===== config.mk =====
export PLATFORM = sky130hd
export DESIGN_NAME = signal_shrink
export DESIGN_NICKNAME = d
export VERILOG_FILES = /design/src/rtl/signal_shrink_pkg.sv /design/src/rtl/signal_sync_2ff.sv /design/src/rtl/signal_shrink.sv
export SDC_FILE = /design/constraint.sdc
export NUM_CORES = 1
export LEC_CHECK = 0
export BUFFER_PORTS_ARGS = -buffer_cell sky130_fd_sc_hd__buf_2
export CAP_MARGIN = 20
export CORE_AREA = 10 10 51 53
export DETAILED_ROUTE_END_ITERATION = 8
export DIE_AREA = 0 0 61 63
export PLACE_DENSITY = 0.7
export SLEW_MARGIN = 10
export SYNTH_ARGS = -nofsm -noshare
export SYNTH_HDL_FRONTEND = slang
export SYNTH_HIERARCHICAL = 1
export SYNTH_SLANG_ARGS = --single-unit

===== constraint.sdc =====
create_clock -name i_clk -period 3.6 [get_ports i_clk]
set_clock_uncertainty 0.1 [all_clocks]
set_input_delay 0.18 -clock i_clk [delete_from_list [all_inputs] [get_ports i_clk]]
set_output_delay 0.18 -clock i_clk [all_outputs]
set_load 0.03 [all_outputs]

===== src/rtl/signal_shrink_pkg.sv =====
// signal_shrink_pkg
// Shared types and constants for the signal_shrink receiver.
//   state_t         : FSM state encoding (IDLE / MEAS / WAIT_LOW), 2 bits
//   DEFAULT_TOL_CYC : default +/- width tolerance around the nominal width
package signal_shrink_pkg;

  typedef enum logic [1:0] {
    IDLE     = 2'd0,
    MEAS     = 2'd1,
    WAIT_LOW = 2'd2
  } state_t;

  localparam int DEFAULT_TOL_CYC = 2;

endpackage


===== src/rtl/signal_sync_2ff.sv =====
// signal_sync_2ff
// Single-bit two-flop synchronizer with asynchronous active-low reset.
// Both flops reset to 0.
// Ports:
//   i_clk   : destination clock
//   i_rst_n : asynchronous active-low reset
//   i_d     : asynchronous input bit
//   o_q     : synchronized output bit
module signal_sync_2ff (
  input  logic i_clk,
  input  logic i_rst_n,
  input  logic i_d,
  output logic o_q
);

  logic meta_reg;
  logic sync_reg;

  always_ff @(posedge i_clk or negedge i_rst_n) begin
    if (!i_rst_n) begin
      meta_reg <= 1'b0;
      sync_reg <= 1'b0;
    end else begin
      meta_reg <= i_d;
      sync_reg <= meta_reg;
    end
  end

  assign o_q = sync_reg;

endmodule


===== src/rtl/signal_shrink.sv =====
// signal_shrink
// Recovers a single-cycle valid pulse (plus data bit) from a level-stretched
// valid, qualifying the stretched width against [MIN_CYC_NUM, MAX_CYC_NUM].
// Optional macro SIGNAL_SHRINK_SYNC_EN: when defined, i_vld and i_vld_data
// each pass through a 2-flop synchronizer (2 cycles extra latency).
// Ports:
//   i_clk, i_rst_n : clock, asynchronous active-low reset
//   i_vld          : stretched valid level
//   i_vld_data     : data bit, constant while i_vld is high
//   o_vld          : one-cycle recovered valid pulse
//   o_vld_data     : recovered data, valid with o_vld
//   o_err_short    : pulse, window narrower than MIN_CYC_NUM
//   o_err_long     : pulse, window wider than MAX_CYC_NUM
//   o_err_data     : pulse, data changed inside the window
//   o_width        : measured width with any result pulse, else 0
//   o_busy         : high while measuring or waiting for input low
module signal_shrink
  import signal_shrink_pkg::*;
#(
  parameter  int EXTEND_CYC_NUM = 12,
  parameter  int MIN_CYC_NUM    = EXTEND_CYC_NUM - DEFAULT_TOL_CYC,
  parameter  int MAX_CYC_NUM    = EXTEND_CYC_NUM + DEFAULT_TOL_CYC,
  localparam int CNT_W          = $clog2(MAX_CYC_NUM + 2)
) (
  input  logic             i_clk,
  input  logic             i_rst_n,
  input  logic             i_vld,
  input  logic             i_vld_data,
  output logic             o_vld,
  output logic             o_vld_data,
  output logic             o_err_short,
  output logic             o_err_long,
  output logic             o_err_data,
  output logic [CNT_W-1:0] o_width,
  output logic             o_busy
);

  logic vld_in;
  logic vld_data_in;

`ifdef SIGNAL_SHRINK_SYNC_EN
  logic [1:0] raw_bits;
  logic [1:0] sync_bits;

  assign raw_bits = {i_vld_data, i_vld};

  genvar gi;
  generate
    for (gi = 0; gi < 2; gi++) begin : g_sync
      signal_sync_2ff u_sync (
        .i_clk   (i_clk),
        .i_rst_n (i_rst_n),
        .i_d     (raw_bits[gi]),
        .o_q     (sync_bits[gi])
      );
    end
  endgenerate

  assign vld_in      = sync_bits[0];
  assign vld_data_in = sync_bits[1];
`else
  assign vld_in      = i_vld;
  assign vld_data_in = i_vld_data;
`endif

  localparam logic [CNT_W-1:0] CNT_ONE  = CNT_W'(1);
  localparam logic [CNT_W-1:0] CNT_MIN  = CNT_W'(MIN_CYC_NUM);
  localparam logic [CNT_W-1:0] CNT_MAX  = CNT_W'(MAX_CYC_NUM);
  localparam logic [CNT_W-1:0] CNT_OVER = CNT_W'(MAX_CYC_NUM + 1);

  state_t           state_reg, state_next;
  logic [CNT_W-1:0] cnt_reg, cnt_next;
  logic             data_reg, data_next;
  logic             mism_reg, mism_next;

  logic             vld_next, vld_data_next;
  logic             err_short_next, err_long_next, err_data_next;
  logic [CNT_W-1:0] width_next;
  logic             busy_next;

  always_comb begin
    state_next     = state_reg;
    cnt_next       = cnt_reg;
    data_next      = data_reg;
    mism_next      = mism_reg;
    vld_next       = 1'b0;
    vld_data_next  = 1'b0;
    err_short_next = 1'b0;
    err_long_next  = 1'b0;
    err_data_next  = 1'b0;
    width_next     = '0;

    case (state_reg)
      IDLE: begin
        if (vld_in) begin
          state_next = MEAS;
          cnt_next   = CNT_ONE;
          data_next  = vld_data_in;
          mism_next  = 1'b0;
        end
      end

      MEAS: begin
        if (vld_in) begin
          if (cnt_reg == CNT_MAX) begin
            // Too wide: report once, then swallow the rest of the window.
            err_long_next = 1'b1;
            width_next    = CNT_OVER;
            state_next    = WAIT_LOW;
          end else begin
            cnt_next = cnt_reg + CNT_ONE;
            if (vld_data_in != data_reg) begin
              mism_next = 1'b1;
            end
          end
        end else begin
          // Falling edge: exactly one result, short beats data error.
          width_next = cnt_reg;
          state_next = IDLE;
          if (cnt_reg < CNT_MIN) begin
            err_short_next = 1'b1;
          end else if (mism_reg) begin
            err_data_next = 1'b1;
          end else begin
            vld_next      = 1'b1;
            vld_data_next = data_reg;
          end
        end
      end

      WAIT_LOW: begin
        if (!vld_in) begin
          state_next = IDLE;
        end
      end

      default: begin
        state_next = WAIT_LOW;
      end
    endcase

    busy_next = (state_next != IDLE);
  end

  // Reset lands in WAIT_LOW so a window already in flight at release is
  // discarded rather than measured short.
  always_ff @(posedge i_clk or negedge i_rst_n) begin
    if (!i_rst_n) begin
      state_reg   <= WAIT_LOW;
      cnt_reg     <= '0;
      data_reg    <= 1'b0;
      mism_reg    <= 1'b0;
      o_vld       <= 1'b0;
      o_vld_data  <= 1'b0;
      o_err_short <= 1'b0;
      o_err_long  <= 1'b0;
      o_err_data  <= 1'b0;
      o_width     <= '0;
      o_busy      <= 1'b0;
    end else begin
      state_reg   <= state_next;
      cnt_reg     <= cnt_next;
      data_reg    <= data_next;
      mism_reg    <= mism_next;
      o_vld       <= vld_next;
      o_vld_data  <= vld_data_next;
      o_err_short <= err_short_next;
      o_err_long  <= err_long_next;
      o_err_data  <= err_data_next;
      o_width     <= width_next;
      o_busy      <= busy_next;
    end
  end

endmodule


# Yosys cells after proc, flatten, opt, wreduce, memory -nomap -nowiden
# Index checks and enable logic that the tools add are counted.
# word_totals
out_inout_bits	10
inputBits	4
regBits	18
# op_classes
magnitude_cmp	1
muxes	35
n_reduce_logical	6
n_eq_ne	8
addsub	1
# op_table
cell	n
two-way mux 4 bit	6
two-way mux 1 bit	22
two-way mux 2 bit	4
!= test 2 bit, second input constant	4
case mux 4 bit (2 select lines)	1
case mux 2 bit (3 select lines)	1
AND reduction 5 bit	1
adder 4 x 1 -> 4 bit, second input constant	1
equality test 4 bit, second input constant	1
< comparator 4 bit, second input constant	1
AND reduction 4 bit	1
nonzero test 2 bit	2
equality test 2 x 1 -> 1 bit, second input constant	1
equality test 2 bit, second input constant	1
logical NOT 2 bit	1
case mux 1 bit (2 select lines)	1
AND reduction 2 bit	1
!= test 1 bit	1

# Longest topological paths before layout
# Gate-level depths: netlist (run 1).
# logic_depth
depth_word	5
depth_mapped	5
mapped_depth_nobuf	5

# Worst setup path before layout (run 1)
# Ideal clock, no wire load.
# synth_path
path_type	reg-to-reg
from	register cnt_reg[0]
to	register cnt_reg[1]
n_path_buf	0
path_stages_with_launch	6
arrival_ns	1.279
required_time_ns	3.375
setup_slack_ns	2.096
path_cell_list	dfrtp_1 > inv_1 > ha_1 > nand2_1 > o21ai_2 > mux2_2
# synth_between
elab_chain_cells	4
word_cells_on_any_way	7
cone_classes	add/sub (1); eq/ne (2); mux (3); reduce/logical (1)
# synth_lines
item	line_no	source
from (decl)	signal_shrink.sv:72	logic [CNT_W-1:0] cnt_reg, cnt_next;
from (signal assigned)	signal_shrink.sv:162	cnt_reg <= cnt_next;
adder 4 x 1 -> 4 bit	signal_shrink.sv:111	cnt_next = cnt_reg + CNT_ONE;
two-way mux 4 bit	signal_shrink.sv:105	if (cnt_reg == CNT_MAX) begin
two-way mux 4 bit	signal_shrink.sv:104	if (vld_in) begin
case mux 4 bit (2 select lines)	signal_shrink.sv:93	case (state_reg)
# Parallel ways exist; a longest one is shown, timed or not. The select of a mux whose other input is x is not followed.
# A chain may end at the register's enable or synchronous reset.

# Final worst setup path (run 1)
# Same ends and word-level chain as after synthesis.

==> results.json, run 1 <==
{
  "dr.first_iter.drc_count": 2,
  "clock_power_share_pct": 23.7,
  "min_to": "data_reg$_DFFE_PN0P_",
  "clk_pin_slew_ns": 0.09,
  "fin_crit_ns": 1.64,
  "required_ns": 3.67,
  "vdd_drop_max_mv": 0.267,
  "arrival_ns": 1.71,
  "rrSetupSlack_ns": 1.96,
  "n_antenna_cell": 0,
  "synth_top_cell_area_share_pct": 54.1,
  "gp_congestion": 0.779,
  "clock_path_buffers": 2,
  "cts_setup_buffers": 0,
  "root_buffer": "clkbuf_4",
  "pin_count": 14,
  "first_global_vias": 527,
  "drive_above_1_share_pct": 29.3,
  "whs_path_depth": 2,
  "final-setup-viol-count": 0,
  "row_count": 15,
  "hold_viol_final": 0,
  "start_util_pct": 47.6,
  "drt_pass1_iterations": 4,
  "die_area_sq_um": 3840,
  "antenna_left": 0,
  "utilization_pct": 54.0,
  "synth_cell_types": 30,
  "grt_max_degree": 19,
  "syn_nets": 72,
  "switchingPower_uw": 118,
  "insertion_delay_ns": 0.28,
  "vias_per_cell": 5.20,
  "wl_mm": 1.28,
  "synthTopCellsByArea": "dfrtp_1 (54%), a21oi_1 (4.5%), dfstp_2 (3.3%)",
  "seqPwrFrac_pct": 59.1,
  "syn_avg_cell_area_sq_um": 11.9,
  "path_delay_family": "flip-flops",
  "hpwl_microns": 957,
  "p_sw_share_pct": 28.7,
  "drv_cap": 0,
  "worst_pin_slew_ns": 0.376,
  "cts.sinks": 18,
  "synthesis.area_sq_um": 786,
  "run_status": "finished clean",
  "r2r-end": "cnt_reg[1]$_DFFE_PN0P_",
  "cp-start-kind": "flip-flop",
  "combPwrFrac_pct": 17.2,
  "r2r_cells": 5,
  "end_kind": "flip-flop",
  "syn2layout_area_growth_pct": 13.5,
  "cts-htree-levels": 1,
  "fmax_ghz": 0.608,
  "dieWidth_microns": 61,
  "leakage_nw": 0.451,
  "critPathKind": "flip-flop to flip-flop",
  "die_y_microns": 63,
  "vias": 515,
  "cts-buffers-inserted": 3,
  "io_buffers": 13,
  "nets": 89,
  "grt_use_total_pct": 7.73,
  "r2r_start": "cnt_reg[0]$_DFFE_PN0P_",
  "cp.buffers_inverters": 1,
  "cpPeakStageDelay_ns": 0.41,
  "maxSlewViolCount": 0,
  "ys_seq_elements": 18,
  "relSlewSlack_pct": 74.9,
  "ctsResizeCount": 0,
  "ys_warn_count": 6,
  "fin_crit_sh_pct": 45.7,
  "grt_pass1_wl_mm": 2.32,
  "pwr_density_cell_nw_per_um2": 460,
  "cp_max_fo": 4,
  "synth_largest_area_cell": "dfrtp_1",
  "post_drt_wl_per_cell_microns": 12.9,
  "fin_setup_tns_ns": 0,
  "synth.yosys.seq_area_share_pct": 57.5,
  "hp-start": "i_vld_data",
  "rsz0062_at_grt": "no",
  "drc": 0,
  "cp_slowest_cell": "dfrtp_1",
  "crit_chain": "inv_1, ha_1, nand2_1, o21ai_2, mux2_2",
  "cts_tree": "built",
  "core_area_sq_um": 1650,
  "syn_inst": 66,
  "internal-power_uw": 293,
  "overflow": 0,
  "antenna_found_initial": 0,
  "hp-class": "primary input to flip-flop"
}
-- Yosys cell counts --
cell      count
nor3_1        1
o21ai_2       1
nor4_4        1
o21ai_0       2
and4b_1       1
nand2b_1      3
and3_1        1
nor3b_1       1
mux2_2        2
a21o_1        1
dfrtp_1      17
a211oi_1      1
nor2b_4       1
nand2_1       2
mux2i_1       1
nor4_1        1
buf_2         1
buf_6         1
ha_1          2
xor2_1        1
o21ai_1       1
nand3_1       2
dfstp_2       1
and2_1        2
a31o_2        1
nand2b_4      1
inv_1         5
nand4_1       1
a21oi_1       7
nor2_1        3
-- layout make-up --
type / instances / area [sq um]
Sequential cell: 18 / 452
Tap cell: 17 / 21.3
Fill cell: 158 / 759
Clock buffer: 4 / 26.3
Multi-Input combinational cell: 41 / 299
Timing Repair Buffer: 14 / 75.1
Inverter: 5 / 18.8
-- cells in the final DEF, fill, tap and decap left out, drive strengths merged, types with 2 or more instances in the layout --
cell    Yosys  routed
o21ai       4       4
ha          2       2
a21oi       7       7
inv         5       5
buf         2      13
nor4        2       2
nor2        3       3
nand2b      4       4
and2        2       2
dfrtp      17      17
nand3       2       2
mux2        2       2
clkbuf      0       4
nand2       2       2
-- what timing repair did --
| action | CTS | global route |
|---|---|---|
| endpoints found under the setup margin | 0 | 0 |
| hold buffers | 1 | 0 |
| endpoints found under the hold margin | 17 | 0 |
-- worst max-delay path by stage --
| stage | endpoint | from | cells after the start | slack [ns] |
|---|---|---|---|---|
| after global routing | cnt_reg[1]$_DFFE_PN0P_ | cnt_reg[0]$_DFFE_PN0P_ | 5 | 1.84 |
| after CTS | cnt_reg[1]$_DFFE_PN0P_ | cnt_reg[0]$_DFFE_PN0P_ | 5 | 1.95 |
| final | cnt_reg[1]$_DFFE_PN0P_ | cnt_reg[0]$_DFFE_PN0P_ | 5 | 1.96 |
| after floorplan | cnt_reg[1]$_DFFE_PN0P_ | cnt_reg[0]$_DFFE_PN0P_ | 5 | 2.10 |
| after global placement | cnt_reg[1]$_DFFE_PN0P_ | cnt_reg[0]$_DFFE_PN0P_ | 5 | 2.04 |
| after detailed placement | cnt_reg[1]$_DFFE_PN0P_ | cnt_reg[0]$_DFFE_PN0P_ | 5 | 1.98 |
-- metal layers --
metal  up-vias  share of wire (%)  global-route usage [%]
met5         -                  0                       0
met4         0                1.0                    4.12
met3         2                8.8                    2.85
met2        11                 48                    11.6
met1       242                 42                    9.09
li1        260                  -                       -
-- kinds of logic after synthesis --
kind of cell / Yosys count / share of synthesized area (%)
DFF: 18 / 57.5
xor gates and xnor gates: 1 / 1.11
muxes: 3 / 4.14
AOI/OAI and AO/OA: 14 / 10.5
buffers and inverters: 7 / 4.46
adders and majority gates: 2 / 3.18
and+or+nand+nor: 21 / 19.1
-- power groups by stage --
| stage | Clock (mW) | Combinational (mW) | Sequential (mW) |
|---|---|---|---|
| after floorplan | 0 | 0.0438 | 0.252 |
| after global placement | 0 | 0.0701 | 0.245 |
| after detailed placement | 0 | 0.0707 | 0.246 |
| after CTS | 0.102 | 0.0721 | 0.242 |
| after global routing | 0.108 | 0.0812 | 0.247 |
| final | 0.0973 | 0.0708 | 0.243 |
-- metrics by stage --
| step | instances | area (sq um) | worst slack, ns | hold WS, ns | total power [mW] |
|---|---|---|---|---|---|
| 6_report | 99 | 892 | 1.96 | 0.0506 | 0.411 |
| 5_1_grt | 99 | 892 | 1.84 | 0.0469 | 0.436 |
| 4_1_cts | 99 | 892 | 1.95 | 0.0440 | 0.416 |
| 3_5_place_dp | 94 | 856 | 1.98 | 0.0213 | 0.316 |
| 3_3_place_gp | 94 | 856 | 2.04 | 0.0196 | 0.315 |
| 2_1_floorplan | 66 | 786 | 2.10 | -0.216 | 0.296 |
Power figures use the tool's default switching activity.
==> inputs of run 2 (changes only) <==
--- a/config.mk
+++ b/config.mk
@@ -5,12 +5,13 @@
 export SDC_FILE = /design/constraint.sdc
 export NUM_CORES = 1
 export LEC_CHECK = 0
+export ABC_AREA = 1
 export BUFFER_PORTS_ARGS = -buffer_cell sky130_fd_sc_hd__buf_2
 export CAP_MARGIN = 20
 export CORE_AREA = 10 10 51 53
 export DETAILED_ROUTE_END_ITERATION = 8
 export DIE_AREA = 0 0 61 63
-export PLACE_DENSITY = 0.7
+export PLACE_DENSITY = 0.69
 export SLEW_MARGIN = 10
 export SYNTH_ARGS = -nofsm -noshare
 export SYNTH_HDL_FRONTEND = slang
==> constraint.sdc (replaced) <==
create_clock -name i_clk -period 1.6 [get_ports i_clk]
set_clock_uncertainty 0.1 [all_clocks]
set_input_delay 0.08 -clock i_clk [delete_from_list [all_inputs] [get_ports i_clk]]
set_output_delay 0.08 -clock i_clk [all_outputs]
set_load 0.03 [all_outputs]
==> results.json, run 2 <==
{
  "run_status": "finished clean",
  "syn_inst": 81,
  "gp_congestion": 0.896,
  "core_area_sq_um": 1650,
  "final_common_cell": "dfrtp_1",
  "fmax_ghz": 0.706,
  "relSlewSlack_pct": 73.6,
  "crit_chain": "inv_1, ha_1, nand3_1, nand2_2, nand2_4, o21ai_2, o21ai_0",
  "fin_setup_tns_ns": 0,
  "cts_setup_buffers": 0,
  "cts-buffers-inserted": 3,
  "nets": 108,
  "synth_edf_count": 0,
  "die_area_sq_um": 3840,
  "synthFlopType": "dfrtp_1",
  "syn_nets": 87,
  "synth_common_cells": "dfrtp_1 (17), inv_1 (13), nand2_1 (12), nor2_1 (11), o21ai_0 (6)",
  "muxShareOfSynthArea_pct": 0,
  "end_kind": "flip-flop",
  "cp_slowest_cell": "dfrtp_1",
  "start_util_pct": 46.5,
  "synth.most_common_cell": "dfrtp_1",
  "rrSetupSlack_ns": 0.18,
  "cts.sinks": 18,
  "cp.buffers_inverters": 1,
  "dr.first_iter.drc_count": 17,
  "final-setup-viol-count": 0,
  "yosys.area_share.adder_pct": 3.26,
  "synthTopCellsByArea": "dfrtp_1 (55%), inv_1 (6.4%), nand2_1 (5.9%)",
  "io_buffers": 13,
  "grt_use_total_pct": 8.07,
  "antenna_found_initial": 0,
  "register_area_sq_um": 452,
  "required_ns": 1.69,
  "hold_viol_final": 0,
  "r2r_cells": 7,
  "drive_above_1_share_pct": 25.7,
  "synth_compound_area_share_pct": 8.79,
  "fin_crit_ns": 1.42,
  "first_global_vias": 566,
  "vias_per_cell": 5.01,
  "cp_max_fo": 7,
  "critPathKind": "flip-flop to flip-flop",
  "synth.yosys.seq_area_share_pct": 58.8,
  "worst_pin_slew_ns": 0.397,
  "cpPeakStageDelay_ns": 0.43,
  "r2r_start": "cnt_reg[0]$_DFFE_PN0P_",
  "cts_tree": "built",
  "vdd_drop_max_mv": 0.574,
  "clk_pin_slew_ns": 0.10,
  "pin_count": 14,
  "hp-class": "primary input to asynchronous set/reset pin",
  "drt_pass1_iterations": 4,
  "insertion_delay_ns": 0.30,
  "row_count": 15,
  "cts-htree-levels": 1,
  "syn2layout_area_growth_pct": 19.9,
  "n_antenna_cell": 0,
  "antenna_left": 0,
  "drc": 0,
  "hpwl_mm": 1.12,
  "syn_avg_cell_area_sq_um": 9.48,
  "grt_max_degree": 19,
  "die_y_microns": 63,
  "synth_top_cell_area_share_pct": 55.4,
  "root_buffer": "clkbuf_4",
  "path_delay_family": "flip-flops",
  "dieWidth_microns": 61,
  "leakage_nw": 0.502,
  "multi_input_area_sq_um": 264,
  "overflow": 0,
  "grt_pass1_wl_mm": 2.38,
  "drv_cap": 0,
  "synth_xor_area_share_pct": 2.28,
  "rsz0062_at_grt": "no",
  "yosys.area_share.simple_pct": 20.0,
  "wl_mm": 1.46,
  "ys_warn_count": 6,
  "synth_top_family_by_area": "simple AND/OR/NAND/NOR gates",
  "fill_cells": 147,
  "r2r-end": "cnt_reg[0]$_DFFE_PN0P_",
  "async_flop_share_pct": 100,
  "cp-start-kind": "flip-flop",
  "whs_ns": 0.125,
  "clock_path_buffers": 2,
  "synth_cell_types": 20,
  "maxSlewViolCount": 0,
  "synth_largest_area_cell": "dfrtp_1",
  "post_drt_wl_per_cell_microns": 12.4,
  "synthesis.area_sq_um": 768,
  "final_cell_mix": "dfrtp_1 (17), inv_1 (13), buf_2 (13)",
  "arrival_ns": 1.50,
  "vias": 591,
  "fin_crit_sh_pct": 88.5,
  "ys_seq_elements": 18,
  "pwr_density_cell_nw_per_um2": 1170
}
[run 2: timing repair]
action	CTS	global route
endpoints found under the hold margin	22	0
resized for setup	0	0
hold buffers	3	0
[run 2: final cells by class]
class,instances,share of cell area [%]
clock buffer,4,3.94
inverter,14,5.71
multi-input combinational,49,28.7
sequential,18,49.0
tap,17,2.31
timing repair buffer,16,10.3
[run 2: per-stage QoR]
step                std cells  cell area, sq um  worst slack (ns)  power (mW)  util (%)
floorplan                  81               768             0.312       0.735         -
global placement          111               855             0.237       0.794      51.7
detailed placement        111               855             0.181       0.804      51.7
CTS                       118               921             0.169        1.09      55.8
global route              118               921            0.0496        1.15      55.8
finish                    118               921             0.185        1.08      55.8
[run 2: cells by family after synthesis]
family          Yosys count
simple gates             33
flops                    18
buf+inv                  14
compound gates           12
xor+xnor                  2
fa+ha+maj                 2
[run 2: how the worst max path moves through the flow]
stage,startpoint,cells after the start,to
after floorplan,cnt_reg[0]$_DFFE_PN0P_,7,cnt_reg[0]$_DFFE_PN0P_
after global placement,cnt_reg[0]$_DFFE_PN0P_,7,cnt_reg[0]$_DFFE_PN0P_
after detailed placement,cnt_reg[0]$_DFFE_PN0P_,7,cnt_reg[2]$_DFFE_PN0P_
after CTS,cnt_reg[0]$_DFFE_PN0P_,7,cnt_reg[2]$_DFFE_PN0P_
after global routing,cnt_reg[0]$_DFFE_PN0P_,6,cnt_reg[1]$_DFFE_PN0P_
final,cnt_reg[0]$_DFFE_PN0P_,7,cnt_reg[0]$_DFFE_PN0P_
[run 2: layer usage]
metal | share of wire (%) | track usage, % | wire length, microns | up-vias
met2 | 50 | 13.0 | 737 | 11
met3 | 6.6 | 2.64 | 96 | 5
li1 | - | - | - | 293
met4 | 2.9 | 4.95 | 42 | 0
met5 | 0 | 0 | 0 | -
met1 | 40 | 8.59 | 588 | 282
[run 2: power by group]
part           internal, mW  switching, mW
sequential            0.514         0.0478
combinational        0.0839          0.154
clock                 0.139          0.140
total                 0.737          0.341
==> inputs of run 3 (changes only) <==
--- a/config.mk
+++ b/config.mk
@@ -8,10 +8,10 @@
 export ABC_AREA = 1
 export BUFFER_PORTS_ARGS = -buffer_cell sky130_fd_sc_hd__buf_2
 export CAP_MARGIN = 20
-export CORE_AREA = 10 10 51 53
+export CORE_AREA = 10 10 50 52
 export DETAILED_ROUTE_END_ITERATION = 8
-export DIE_AREA = 0 0 61 63
-export PLACE_DENSITY = 0.69
+export DIE_AREA = 0 0 60 62
+export PLACE_DENSITY = 0.72
 export SLEW_MARGIN = 10
 export SYNTH_ARGS = -nofsm -noshare
 export SYNTH_HDL_FRONTEND = slang
==> results.json, run 3 (synthesis results as in run 2) <==
{
  "place_area_sq_um": 855,
  "overflow": 0,
  "rsz0062_at_grt": "no",
  "clk_pin_slew_ns": 0.10,
  "grt_pass1_wl_mm": 2.26,
  "pwr_density_cell_nw_per_um2": 1110,
  "grt_max_degree": 19,
  "run_status": "finished clean",
  "clock_path_buffers": 2,
  "leakage_nw": 0.496,
  "routed-wl-met2_microns": 641,
  "final_common_cell": "dfrtp_1",
  "grt_use_total_pct": 7.97,
  "maxSlewViolCount": 0,
  "setup_ws_ns": 0.169,
  "clock_power_share_pct": 21.5,
  "dr.first_iter.drc_count": 7,
  "antenna_found_initial": 0,
  "combPwrFrac_pct": 23.3,
  "dp.cells": 111,
  "ctsResizeCount": 0,
  "core_area_sq_um": 1610,
  "relSlewSlack_pct": 73.5,
  "io_buffers": 13,
  "wl_mm": 1.35,
  "drv_cap": 0,
  "fmax_ghz": 0.699,
  "vias_per_cell": 4.75,
  "p_sw_share_pct": 31.4,
  "hpwl_mm": 1.02,
  "cts_setup_buffers": 0,
  "vdd_drop_max_mv": 0.536,
  "root_buffer": "clkbuf_4",
  "met3_length_microns": 105,
  "fin_crit_ns": 1.43,
  "fin_crit_sh_pct": 89.4,
  "design_area_sq_um": 911,
  "final_cell_mix": "dfrtp_1 (17), inv_1 (13), buf_2 (13)",
  "cts.sinks": 18,
  "first_global_vias": 534,
  "pin_count": 14,
  "critPathKind": "flip-flop to flip-flop",
  "vias": 561,
  "cts-buffers-inserted": 3,
  "nets": 108,
  "total_power_mw": 1.01,
  "hold_viol_final": 0,
  "dieWidth_microns": 60,
  "final-setup-viol-count": 0,
  "drive_above_1_share_pct": 24.8,
  "gp_congestion": 0.823,
  "switchingPower_uw": 319,
  "die_area_sq_um": 3720,
  "cts_tree": "built",
  "highest_layer": "met4",
  "seqPwrFrac_pct": 55.1,
  "drc": 0,
  "place_ws_ns": 0.178,
  "worst_pin_slew_ns": 0.397,
  "arrival_ns": 1.50,
  "post_drt_wl_per_cell_microns": 11.5,
  "cp-start-kind": "flip-flop",
  "drt_pass1_iterations": 4,
  "antenna_left": 0,
  "row_count": 15,
  "cts-htree-levels": 1,
  "r2r-end": "cnt_reg[0]$_DFFE_PN0P_",
  "end_kind": "flip-flop",
  "start_util_pct": 47.6,
  "hp-class": "primary input to asynchronous set/reset pin",
  "required_ns": 1.67,
  "internal-power_uw": 695,
  "hold_buffers": 3,
  "n_antenna_cell": 0,
  "die_y_microns": 62,
  "drt-met1-wl_microns": 593,
  "syn2layout_area_growth_pct": 18.6,
  "fin_cells": 118,
  "insertion_delay_ns": 0.28,
  "rrSetupSlack_ns": 0.17,
  "r2r_cells": 7,
  "r2r_start": "cnt_reg[0]$_DFFE_PN0P_",
  "cp_max_fo": 7,
  "fin_setup_tns_ns": 0
}
==> run 3: cell counts in the layout (fill, tap and decap cells not counted) <==
Identical to the previous run, type by type.
==> run 3: final cells by class <==
cell class	instances	area [sq um]
well taps	17	21.3
inverters	14	52.6
clock buffers	4	26.3
flip-flops and latches	18	452
fillers	144	703
repair buffers	16	95.1
multi-input cells	49	264
==> run 3: power groups by stage <==
stage                     sequential (mW)  clock (mW)  combinational, mW
after global routing                0.569       0.253              0.274
after detailed placement            0.570           0              0.231
final                               0.559       0.219              0.236
after CTS                           0.560       0.230              0.239
after global placement              0.567           0              0.228
after floorplan                     0.594           0              0.141
==> run 3: how the worst max path moves through the flow <==
stage,depth (start not counted),start,end
2_1_floorplan,7,cnt_reg[0]$_DFFE_PN0P_,cnt_reg[0]$_DFFE_PN0P_
3_3_place_gp,7,cnt_reg[0]$_DFFE_PN0P_,cnt_reg[0]$_DFFE_PN0P_
3_5_place_dp,7,cnt_reg[0]$_DFFE_PN0P_,cnt_reg[0]$_DFFE_PN0P_
4_1_cts,7,cnt_reg[0]$_DFFE_PN0P_,cnt_reg[0]$_DFFE_PN0P_
5_1_grt,7,cnt_reg[0]$_DFFE_PN0P_,cnt_reg[1]$_DFFE_PN0P_
6_report,7,cnt_reg[0]$_DFFE_PN0P_,cnt_reg[0]$_DFFE_PN0P_
==> run 3: stage by stage <==
stage	util [%]	hold WS, ns
6_report	56.4	0.144
5_1_grt	56.4	0.181
4_1_cts	56.4	0.147
3_5_place_dp	52.9	-0.0749
3_3_place_gp	52.9	-0.0757
2_1_floorplan	-	-0.316
==> run 3: worst max-delay path: stages, from the launching register on <==
cell	delay (ns)
dfrtp_1	0.42
inv_1	0.12
ha_1	0.15
nand3_1	0.14
nand2_2	0.16
nand2_4	0.09
o21ai_2	0.05
o21ai_0	0.09
==> run 3: routing by layer <==
| layer | GRT usage (%) | vias to the layer above |
|---|---|---|
| met3 | 2.03 | 2 |
| met1 | 9.20 | 258 |
| met4 | 4.81 | 0 |
| li1 | - | 291 |
| met2 | 12.9 | 10 |
| met5 | 0 | - |
